[src/rtl/debug_snapshot_streamer_if.sv]
// Handshake bundle between the snapshot streamer and the host transport.
// master: the streamer (accepts requests, produces frame words).
// slave:  the host (issues requests, consumes frame words).
interface debug_snapshot_streamer_if;
    logic        reqValid;
    logic        reqReady;
    logic        outValid;
    logic        outReady;
    logic [31:0] outData;
    logic        outLast;

    modport master (
        input  reqValid,
        output reqReady,
        output outValid,
        input  outReady,
        output outData,
        output outLast
    );

    modport slave (
        output reqValid,
        input  reqReady,
        input  outValid,
        output outReady,
        input  outData,
        input  outLast
    );
endinterface

[src/rtl/debug_snapshot_streamer.sv]
// Debug snapshot streamer: captures PC, queue occupancies and performance
// counters atomically on a host request, then streams them as a framed
// sequence of 32-bit words over a valid/ready stream.
// Optional macro RSD_DEBUG_STREAM_CHECKSUM_EN appends an XOR checksum word.
module debug_snapshot_streamer #(
    parameter int PC_WIDTH         = 32,
    parameter int AL_COUNT_WIDTH   = 7,
    parameter int SQ_COUNT_WIDTH   = 5,
    parameter int PERF_COUNTER_NUM = 4
) (
    input  logic                          clk,
    input  logic                          rst,
    input  logic [PC_WIDTH-1:0]           lastCommittedPC,
    input  logic [AL_COUNT_WIDTH-1:0]     activeListCount,
    input  logic [SQ_COUNT_WIDTH-1:0]     storeQueueCount,
    input  logic [32*PERF_COUNTER_NUM-1:0] perfCounter,
    debug_snapshot_streamer_if.master     bus,
    output logic                          busy
);

`ifdef RSD_DEBUG_STREAM_CHECKSUM_EN
    localparam int LEN = 4 + PERF_COUNTER_NUM;
`else
    localparam int LEN = 3 + PERF_COUNTER_NUM;
`endif

    typedef enum logic {IDLE, SEND} state_t;

    state_t                         state;
    logic                           reqReadyR;
    logic                           validR;
    logic [31:0]                    dataR;
    logic                           lastR;
    logic                           busyR;
    logic [7:0]                     seqR;
    logic [7:0]                     index;
    logic [PC_WIDTH-1:0]            pcR;
    logic [AL_COUNT_WIDTH-1:0]      alR;
    logic [SQ_COUNT_WIDTH-1:0]      sqR;
    logic [32*PERF_COUNTER_NUM-1:0] perfR;

    logic        accept;
    logic        xfer;
    logic [7:0]  nextIdx;
    logic [31:0] nextWord;

    assign accept = (state == IDLE) && reqReadyR && bus.reqValid;
    assign xfer   = (state == SEND) && bus.outReady;

    assign bus.reqReady = reqReadyR;
    assign bus.outValid = validR;
    assign bus.outData  = dataR;
    assign bus.outLast  = lastR;
    assign busy         = busyR;

`ifdef RSD_DEBUG_STREAM_CHECKSUM_EN
    logic [31:0] csum;

    // Running XOR of transferred words, restarted at every accepted request.
    always_ff @(posedge clk or posedge rst) begin
        if (rst) begin
            csum <= '0;
        end else if (accept) begin
            csum <= '0;
        end else if (xfer) begin
            csum <= csum ^ dataR;
        end
    end
`endif

    // Word that follows the one currently presented, taken from the snapshot.
    always_comb begin
        nextIdx  = index + 8'd1;
        nextWord = '0;
        if (nextIdx == 8'd1) begin
            nextWord = 32'(pcR);
        end else if (nextIdx == 8'd2) begin
            nextWord = {16'(sqR), 16'(alR)};
`ifdef RSD_DEBUG_STREAM_CHECKSUM_EN
        end else if (nextIdx == 8'(LEN - 1)) begin
            nextWord = csum ^ dataR;
`endif
        end else if (nextIdx >= 8'd3 && int'(nextIdx) < 3 + PERF_COUNTER_NUM) begin
            nextWord = perfR[32*(int'(nextIdx) - 3) +: 32];
        end
    end

    // Request/frame sequencer; all stream outputs are registered here.
    always_ff @(posedge clk or posedge rst) begin
        if (rst) begin
            state     <= IDLE;
            reqReadyR <= 1'b0;
            validR    <= 1'b0;
            dataR     <= '0;
            lastR     <= 1'b0;
            busyR     <= 1'b0;
            seqR      <= '0;
            index     <= '0;
            pcR       <= '0;
            alR       <= '0;
            sqR       <= '0;
            perfR     <= '0;
        end else begin
            case (state)
                IDLE: begin
                    reqReadyR <= 1'b1;
                    if (accept) begin
                        pcR       <= lastCommittedPC;
                        alR       <= activeListCount;
                        sqR       <= storeQueueCount;
                        perfR     <= perfCounter;
                        index     <= '0;
                        dataR     <= {8'hD5, seqR, 8'(LEN), 8'h00};
                        validR    <= 1'b1;
                        lastR     <= 1'b0;
                        busyR     <= 1'b1;
                        reqReadyR <= 1'b0;
                        state     <= SEND;
                    end
                end
                SEND: begin
                    if (xfer) begin
                        if (lastR) begin
                            validR    <= 1'b0;
                            lastR     <= 1'b0;
                            busyR     <= 1'b0;
                            dataR     <= '0;
                            seqR      <= seqR + 8'd1;
                            reqReadyR <= 1'b1;
                            state     <= IDLE;
                        end else begin
                            index <= nextIdx;
                            dataR <= nextWord;
                            lastR <= (nextIdx == 8'(LEN - 1));
                        end
                    end
                end
                default: state <= IDLE;
            endcase
        end
    end

endmodule

[src/flat_wrapper.sv]
// flat-port wrapper written by rule: the top's interface ports become plain ports
module debug_snapshot_streamer_flat 
#(
    parameter int PC_WIDTH         = 32,
    parameter int AL_COUNT_WIDTH   = 7,
    parameter int SQ_COUNT_WIDTH   = 5,
    parameter int PERF_COUNTER_NUM = 4
)
  (clk, rst, lastCommittedPC, activeListCount, storeQueueCount, perfCounter, busy, bus_reqValid, bus_reqReady, bus_outValid, bus_outReady, bus_outData, bus_outLast);
  debug_snapshot_streamer_if bus_i ();
  input  logic clk;
  input  logic rst;
  input  logic [PC_WIDTH-1:0] lastCommittedPC;
  input  logic [AL_COUNT_WIDTH-1:0] activeListCount;
  input  logic [SQ_COUNT_WIDTH-1:0] storeQueueCount;
  input  logic [32*PERF_COUNTER_NUM-1:0] perfCounter;
  output logic busy;
  input wire logic [$bits(bus_i.reqValid)-1:0] bus_reqValid;
  output wire logic [$bits(bus_i.reqReady)-1:0] bus_reqReady;
  output wire logic [$bits(bus_i.outValid)-1:0] bus_outValid;
  input wire logic [$bits(bus_i.outReady)-1:0] bus_outReady;
  output wire logic [$bits(bus_i.outData)-1:0] bus_outData;
  output wire logic [$bits(bus_i.outLast)-1:0] bus_outLast;
  assign bus_i.reqValid = bus_reqValid;
  assign bus_reqReady = bus_i.reqReady;
  assign bus_outValid = bus_i.outValid;
  assign bus_i.outReady = bus_outReady;
  assign bus_outData = bus_i.outData;
  assign bus_outLast = bus_i.outLast;
  debug_snapshot_streamer #(.PC_WIDTH(PC_WIDTH), .AL_COUNT_WIDTH(AL_COUNT_WIDTH), .SQ_COUNT_WIDTH(SQ_COUNT_WIDTH), .PERF_COUNTER_NUM(PERF_COUNTER_NUM)) u_core (.clk(clk), .rst(rst), .lastCommittedPC(lastCommittedPC), .activeListCount(activeListCount), .storeQueueCount(storeQueueCount), .perfCounter(perfCounter), .bus(bus_i), .busy(busy));
endmodule
[config.mk]
export PLATFORM = sky130hd
export DESIGN_NAME = debug_snapshot_streamer_flat
export DESIGN_NICKNAME = d
export VERILOG_FILES = /design/src/rtl/debug_snapshot_streamer_if.sv /design/src/rtl/debug_snapshot_streamer.sv /design/src/flat_wrapper.sv
export SDC_FILE = /design/constraint.sdc
export NUM_CORES = 1
export LEC_CHECK = 0
export CORE_ASPECT_RATIO = 0.9
export CORE_MARGIN = 5
export CORE_UTILIZATION = 55
export DETAILED_ROUTE_END_ITERATION = 12
export PLACE_DENSITY = 0.85
export REMOVE_ABC_BUFFERS = 1
export SYNTH_ARGS = -nofsm -noshare
export SYNTH_HDL_FRONTEND = slang
export SYNTH_SLANG_ARGS = --single-unit
[constraint.sdc]
create_clock -name clk -period 25 [get_ports clk]
set_clock_uncertainty 0.05 [all_clocks]
set_input_delay 7.5 -clock clk [delete_from_list [all_inputs] [get_ports clk]]
set_output_delay 7.5 -clock clk [all_outputs]
set_load 0.05 [all_outputs]
## Word-level counts from Yosys, hierarchy flattened

Cells that the tools add are included.

| storage, ports and cells | value |
|---|---|
| register bits | 224 |
| bits in latches | 0 |
| RAM bits | 0 |
| ROM bits | 0 |
| output and inout port bits | 36 |
| word-level logic and storage cells | 62 |
| memories | 0 |

| operators by class | value |
|---|---|
| add/subtract/negate cells | 3 |
| multiply operators | 0 |
| div/mod/pow operators | 0 |
| $lt $le $gt $ge | 2 |
| equal/unequal tests | 7 |
| shift operators | 1 |
| muxes and demuxes | 27 |
| bitwise operators | 1 |
| reductions and logical operators | 10 |

Operators by type and width:

| kind | number |
|---|---|
| 32-bit 2-to-1 mux | 6 |
| 128-bit by 32-bit indexed part select with 32-bit output | 1 |
| 32-bit case mux with 2 select lines | 1 |
| 8-bit 2-to-1 mux | 3 |
| 8-bit by 1-bit adder with 8-bit output, second input constant | 2 |
| 8-bit case mux with 2 select lines | 1 |
| 1-bit 2-to-1 mux | 12 |
| 3-bit AND reduction | 3 |
| 8-bit by 2-bit subtractor with 9-bit output, second input constant | 1 |
| 8-bit by 1-bit == test with 1-bit output, second input constant | 1 |
| 8-bit by 2-bit == test with 1-bit output, second input constant | 1 |
| 8-bit by 3-bit == test with 1-bit output, second input constant | 1 |
| 8-bit by 2-bit greater-or-equal comparator with 1-bit output, second input constant | 1 |
| 8-bit by 3-bit less-than comparator with 1-bit output, second input constant | 1 |
| 1-bit case mux with 2 select lines | 4 |
| 2-bit inequality test, second input constant | 3 |
| 2-bit AND reduction | 3 |
| 1-bit logical AND | 4 |
| 2-bit by 1-bit inequality test with 1-bit output, second input constant | 1 |
| 1-bit NOT | 1 |

## Depth between registers and ports, before layout

Gate-level depths: netlist (run 1).

| depth | value |
|---|---|
| depth in word-level cells | 9 |
| mapped depth | 11 |
| gate-level depth less buffers | 7 |

## Worst setup path after synthesis (run 1)

Ideal clock, no wire load.

| timing | value |
|---|---|
| path kind | input -> register |
| start | input bus_outReady |
| end | register u_core.dataR[0], in the netlist u_core.bus.outData[0] |
| arrival | 8688 ps |
| setup slack | 16185 ps |
| stages | 6 |
| buffers on the path | 2 |
| path through | buf_2 nand2_1 nor2_1 clkbuf_1 o211ai_1 o21ai_1 |

| between the ends | value |
|---|---|
| cells in the longest elaborated chain, start to end | 3 |

RTL lines:

| what | RTL line | RTL |
|---|---|---|
| start, declared | flat_wrapper.sv:21 | `input wire logic [$bits(bus_i.outReady)-1:0] bus_outReady;` |
| 1-bit logical AND | debug_snapshot_streamer.sv:48 | `assign xfer = (state == SEND) && bus.outReady;` |
| 2-bit inequality test (no line) | -- |  |
| 2-bit AND reduction (no line) | -- |  |
| end signal, assigned | debug_snapshot_streamer.sv:113 | `dataR <= {8'hD5, seqR, 8'(LEN), 8'h00};` |
| end signal, assigned | debug_snapshot_streamer.sv:133 | `dataR <= nextWord;` |
| end, declared | debug_snapshot_streamer.sv:32 | `logic [31:0] dataR;` |

Every way passes these cells.
A chain may end at the register's enable or synchronous reset.

## Final worst setup path (run 1)

| timing | value |
|---|---|
| start | input bus_reqValid |
| end | register u_core.dataR[21], in the netlist u_core.bus.outData[21] |

| between the ends | value |
|---|---|
| cells in the longest elaborated chain, start to end | 3 |

RTL lines:

| what | RTL line | RTL |
|---|---|---|
| start, declared | flat_wrapper.sv:18 | `input wire logic [$bits(bus_i.reqValid)-1:0] bus_reqValid;` |
| 1-bit logical AND | debug_snapshot_streamer.sv:47 | `assign accept = (state == IDLE) && reqReadyR && bus.reqValid;` |
| 2-bit by 1-bit inequality test with 1-bit output (no line) | -- |  |
| 2-bit AND reduction (no line) | -- |  |

Every way passes these cells.

==> results of run 1 <==
-- critical path: stages --
cell and delay (ps):
clkdlybuf4s50_1 420, nand3b_1 710, buf_4 740, buf_4 760, o21ai_0 280, o211a_1 200, a211oi_2 130
-- power by group through the flow --
stage	Sequential [W]	Combinational (W)	Clock (W)
floorplan	0.000689	0.000416	0
global placement	0.000609	0.000681	0
detailed placement	0.000618	0.000704	0
CTS	0.000615	0.000708	0.000362
global route	0.000634	0.000772	0.000377
finish	0.000617	0.000701	0.000359
-- synthesized netlist by cell type (3+ instances only) --
cell type / count / share of area
nand3_1: 24 / 0.012
and2_1: 4 / 0.0024
buf_2: 28 / 0.014
xor2_1: 5 / 0.0043
a221oi_2: 3 / 0.0044
clkbuf_1: 26 / 0.0096
o21ai_1: 13 / 0.0064
o211ai_1: 7 / 0.0051
buf_6: 7 / 0.0077
dfrtp_1: 224 / 0.55
mux4_2: 32 / 0.071
nand2_1: 557 / 0.20
nor2_1: 17 / 0.0062
a221oi_1: 9 / 0.0077
xnor2_1: 5 / 0.0043
inv_1: 5 / 0.0018
buf_1: 3 / 0.0011
o32ai_2: 3 / 0.0048
a211oi_2: 3 / 0.0037
nand4_1: 5 / 0.0031
o211a_1: 3 / 0.0029
a21oi_1: 8 / 0.0039
buf_4: 6 / 0.0044
and3_1: 3 / 0.0018
o22ai_1: 5 / 0.0031
o21ai_0: 26 / 0.013
a31oi_1: 6 / 0.0037
ha_1: 5 / 0.0061
a21o_1: 12 / 0.0088
-- routing by layer --
layer | wire length (µm) | GRT usage | part of all wire
met5 | 0 | 0 | 0
met2 | 12300 | 0.390 | 0.47
met3 | 1850 | 0.0500 | 0.071
met4 | 625 | 0.0562 | 0.024
met1 | 11200 | 0.346 | 0.43
-- worst paths after layout --
check | start | end | slack, ps | cells after the start
max in group asynchronous | rst | u_core.index[0]$_DFFE_PP0P_ | 15720 | 3
worst max-delay path | bus_reqValid | u_core.bus.outData[21]$_DFFE_PP0P_ | 14570 | 7
worst min register to register | u_core.pcR[28]$_DFFE_PP0P_ | u_core.pcR[28]$_DFFE_PP0P_ | 420 | 2
min in group asynchronous | rst | u_core.alR[5]$_DFFE_PP0P_ | 7550 | 2
worst min-delay path | u_core.pcR[28]$_DFFE_PP0P_ | u_core.pcR[28]$_DFFE_PP0P_ | 420 | 2
worst max register to register | u_core.index[0]$_DFFE_PP0P_ | u_core.bus.outData[10]$_DFFE_PP0P_ | 20990 | 8
-- sequential cells by signal, summed over array words and instances, names as in the netlist --
name / flops
u_core.alR: 7
u_core.bus.outData: 32
u_core.bus.outLast: 1
u_core.bus.reqReady: 1
u_core.busy: 1
u_core.index: 8
u_core.pcR: 32
u_core.perfR: 128
u_core.seqR: 8
u_core.sqR: 5
u_core.state: 1
-- final cells by class --
cell class,instances,area [µm²],area share
repair buffers,220,2180,0.166
flip-flops and latches,224,5610,0.426
well taps,245,307,0.0233
clock buffers,40,752,0.0572
multi-input cells,783,4230,0.321
clock inverters,4,50.0,0.00381
inverters,6,30.0,0.00228
-- logic make-up after synthesis --
group	after synthesis	share of synthesized area
buffers and inverters	76	0.0387
xor gates and xnor gates	11	0.0102
and+or+nand+nor	622	0.242
AOI/OAI and AO/OA	111	0.0808
adders and majority gates	5	0.00612
muxes	34	0.0732
DFF	224	0.549
-- stage by stage --
stage	cell area, µm²	util	hold slack [ps]
finish	13200	0.717	422
global route	13200	0.717	437
CTS	13200	0.717	425
detailed placement	12400	0.673	410
global placement	12400	0.673	401
floorplan	9840	-	387
-- placed cells by master (no fill, tap or decap), types with 4 or more instances in the layout --
cell type and n:
nand3_1 24, clkbuf_8 7, nand4_1 5, clkbuf_16 25, o211ai_1 7, o22ai_1 5, ha_1 5, dfrtp_1 223
nand2_1 557, a221oi_1 9, clkdlybuf4s50_1 211, a21o_1 12, o21ai_1 13, a31oi_1 6, clkbuf_1 8, o21ai_0 26
a21oi_1 8, and2_1 4, nor2_1 15, xnor2_1 5, xor2_1 5, mux4_2 32, buf_4 9, inv_1 4
==> results.toml, run 1 <==
[status]
status = "completed"

[cts]
cts_buffer_depth = 3
clock-root-buffer = "clkbuf_16"
cts_buffers = 24
cts_tree = "done"
cts_setup_buffers = 0
hold_buffers = 0
cts.sinks = 224
path_clk_slew_ps = 60
htree_levels = 1
ctsResizeCount = 0
clock_latency_ps = 510

[power]
power_leakage_nw = 6.35
ir_drop_mv = 0.0638
intPower_w = 0.00102
power.density_nw_per_um2 = 127
pwr-share-seq = 0.368
power.total_w = 0.00168
switching_share = 0.390
p_comb_frac = 0.418
clockPowerShare = 0.214
power_switching_w = 0.000653

[global_route]
grt_pass1_vias = 8508
grt_antenna_before_repair = 0
grt_pass1_wl_mm = 43.0
grt_max_degree = 147
track_usage = 0.243
grt.overflow.total = 0

[sta]
relSlewSlack = 0.184
period_needed_ps = 10430
slew_violations = 0
rsz0062_at_grt = "false"
setup_viol = 0
setup_ws_ps = 14570
finalHoldViolCount = 0
tightest_slew_ps = 1220
clock.fmax_mhz = 95.9
fin_tns_setup_ps = 0
fin_crit_sh = 0.417

[die]
die_w_um = 154
start_util = 0.557
core_region_area_um2 = 18300
design.portCount = 212
dieArea_um2 = 21400
die_h_um = 139
rows = 47

[layout]
fin_nets = 1440
drive_gt1_frac = 0.0822
antenna_cells = 0
fillCellCount = 1335
fin_cells = 1522
area_growth_pct = 28.8

[routing]
viasPerCell = 5.43
wl_mm = 25.9
ant_nets = 0
drc = 0
firstDrtPassIters = 5
avgRoutedWirePerCell_um = 17.0
dr_total_vias = 8267
first_iter_violations = 688

[synth]
ys_warn_count = 0
synth_area_um2 = 10200
ys.flop_type = "dfrtp_1"
synthCells = 1083
synth-edff-count = 0
async_flop_share = 1.00
syn_avg_cell_area_um2 = 9.43
ys_types = 52
synth_seq_area_share = 0.549
ys_ff_latch = 224

[setup_path]
worst_ep_arrival_time_ps = 10810
end_kind = "register"
required_ps = 25380
worstSetupPathType = "primary input to register"
cp-start-kind = "primary input"
crit_path_max_fanout = 87

[hold_path]
hold_class = "register to register"

[placed_design]
placement.io_buffers = 211
hpwlAfterDp_mm = 16.8
post-place-cells = 1478
gp_congestion = 0.828
pre_cts_ws_ps = 14090

[run]
maxCapViolCount = 0
No activity file was read; power rests on OpenSTA's default activity.
==> run 2: changes to the inputs <==
--- a/config.mk
+++ b/config.mk
@@ -7,9 +7,9 @@
 export LEC_CHECK = 0
 export CORE_ASPECT_RATIO = 0.9
 export CORE_MARGIN = 5
-export CORE_UTILIZATION = 55
+export CORE_UTILIZATION = 52
 export DETAILED_ROUTE_END_ITERATION = 12
-export PLACE_DENSITY = 0.85
+export PLACE_DENSITY = 0.81
 export REMOVE_ABC_BUFFERS = 1
 export SYNTH_ARGS = -nofsm -noshare
 export SYNTH_HDL_FRONTEND = slang
==> constraint.sdc (replaced) <==
create_clock -name clk -period 10.87 [get_ports clk]
set_clock_uncertainty 0.05 [all_clocks]
set_input_delay 3.261 -clock clk [delete_from_list [all_inputs] [get_ports clk]]
set_output_delay 3.261 -clock clk [all_outputs]
set_load 0.05 [all_outputs]
==> run 2 against run 1 <==
Net effect:
- non-clock buffer count is 1 lower
- via count is 1.1% lower
- hold slack worse by 5.3 ps
- final cell count is 0.13% higher
- sequential power is 130% higher
- design area is 0.14% lower
- core utilization is 3.6 points lower
- clock power is 130% higher
- register-to-register slack worse by 14000 ps
- sequential share of layout area is 0.061 points higher
- global-route usage is 1.2 points lower
- count of clock-buffer cells in the layout is 9 lower
- critical path type unchanged
- largest cell class unchanged
- largest power group unchanged
==> results.toml, run 2 (synthesized netlist as in run 1, its figures left out) <==
[routing]
drc = 0
first_iter_violations = 578
wl_mm = 26.1
viasPerCell = 5.36
dr_total_vias = 8172
ant_nets = 0
firstDrtPassIters = 5
avgRoutedWirePerCell_um = 17.1

[global_route]
grt_pass1_vias = 8351
grt.overflow.total = 0
grt_pass1_wl_mm = 42.1
grt_max_degree = 154
track_usage = 0.231
grt_antenna_before_repair = 0

[setup_path]
required_ps = 11180
r2r_slack_ps = 7330
crit_path_max_fanout = 77
worst_ep_arrival_time_ps = 6300
worstSetupPathType = "primary input to register"
reg2reg_depth = 7
end_kind = "register"
cp-start-kind = "primary input"

[layout]
regMostFlops = "u_core.perfR"
largest_register_ffs = 128
final_area_um2 = 13100
most-common-layout-cells = "557 x nand2_1, 223 x dfrtp_1, 211 x clkdlybuf4s50_1"
final_common_cell = "nand2_1"
postLayoutCoreUtil = 0.681
fin_nets = 1438
area_growth_pct = 28.6
drive_gt1_frac = 0.0832
antenna_cells = 0

[cts]
ctsResizeCount = 0
cts_tree = "done"
path_clk_slew_ps = 60
htree_levels = 1
clock-root-buffer = "clkbuf_16"
cts_buffers = 23
cts_buffer_depth = 3
cts_setup_buffers = 0
clock_latency_ps = 510
cts.sinks = 224
hold_buffers = 0

[power]
power_leakage_nw = 6.35
p_comb_frac = 0.421
clockPowerShare = 0.210
switching_share = 0.390
pwr-share-seq = 0.369
ir_drop_mv = 0.185
power.density_nw_per_um2 = 293
intPower_w = 0.00235
power_switching_w = 0.00150

[placed_design]
placement.io_buffers = 211
placed_area_um2 = 12400
hpwlAfterDp_mm = 16.7
gp_congestion = 0.822

[die]
core_region_area_um2 = 19300
design.portCount = 212
start_util = 0.530
die_w_um = 158
rows = 48
die_h_um = 143
dieArea_um2 = 22600

[hold_path]
hold_class = "register to register"
holdPathStages = 2

[run]
maxCapViolCount = 0

[sta]
finalHoldViolCount = 0
fin_tns_setup_ps = 0
setup_viol = 0
rsz0062_at_grt = "false"
tightest_slew_ps = 1190
fin_crit_sh = 0.551
relSlewSlack = 0.204
slew_violations = 0
clock.fmax_mhz = 167
period_needed_ps = 5990

[status]
status = "completed"
==> run 2: cell count changes in the layout (fill, tap and decap cells not counted), sizes merged <==
| cell | change |
|---|---|
| clkinv | +6 |
| bufinv | +2 |
| clkbuf | -9 |
| inv | +1 |
| clkinvlp | -2 |
| buf | -1 |
==> run 2: layout make-up <==
type | instances | area (µm²)
Tap cell | 250 | 313
Clock buffer | 31 | 646
Inverter | 6 | 30.0
Sequential cell | 224 | 5610
Timing Repair Buffer | 219 | 2170
Clock inverter | 11 | 134
Fill cell | 1518 | 6140
Multi-Input combinational cell | 783 | 4230
==> run 2: worst paths after layout <==
path,from,end
worst min-delay path,u_core.perfR[0]$_DFFE_PP0P_,u_core.perfR[0]$_DFFE_PP0P_
max in group asynchronous,rst,u_core.index[0]$_DFFE_PP0P_
worst max-delay path,bus_reqValid,u_core.index[2]$_DFFE_PP0P_
min in group asynchronous,rst,u_core.perfR[101]$_DFFE_PP0P_
worst max register to register,u_core.index[0]$_DFFE_PP0P_,u_core.bus.outData[24]$_DFFE_PP0P_
worst min register to register,u_core.perfR[0]$_DFFE_PP0P_,u_core.perfR[0]$_DFFE_PP0P_
==> run 2: power by group through the flow <==
stage	Combinational (W)	Sequential (W)	Clock, W
2_1_floorplan	0.000957	0.00158	0
3_3_place_gp	0.00158	0.00140	0
3_5_place_dp	0.00162	0.00142	0
4_1_cts	0.00164	0.00141	0.000824
5_1_grt	0.00178	0.00146	0.000856
6_report	0.00162	0.00142	0.000808
==> run 2: per-stage QoR <==
step	instances	power [W]	hold WS (ps)	setup slack [ps]
after CTS	1524	0.00388	421	4830
after global routing	1524	0.00409	443	4560
after global placement	1482	0.00298	403	4410
after detailed placement	1482	0.00304	407	4330
after floorplan	1013	0.00254	387	1420
final	1524	0.00384	416	4880
==> run 2: worst max-delay path, stage by stage <==
cell,delay (ps)
clkdlybuf4s50_1,480
and3b_4,480
buf_4,620
buf_4,710
nor2_1,360
o21ai_0,220
o21ai_0,110
==> run 2: layer usage <==
metal  GRT usage  up-vias  share of wire
met5           0        -              0
met4      0.0435        0          0.019
met3      0.0561       44          0.080
met2       0.384      262           0.48
met1       0.316     3968           0.42
li1            -     3898              -
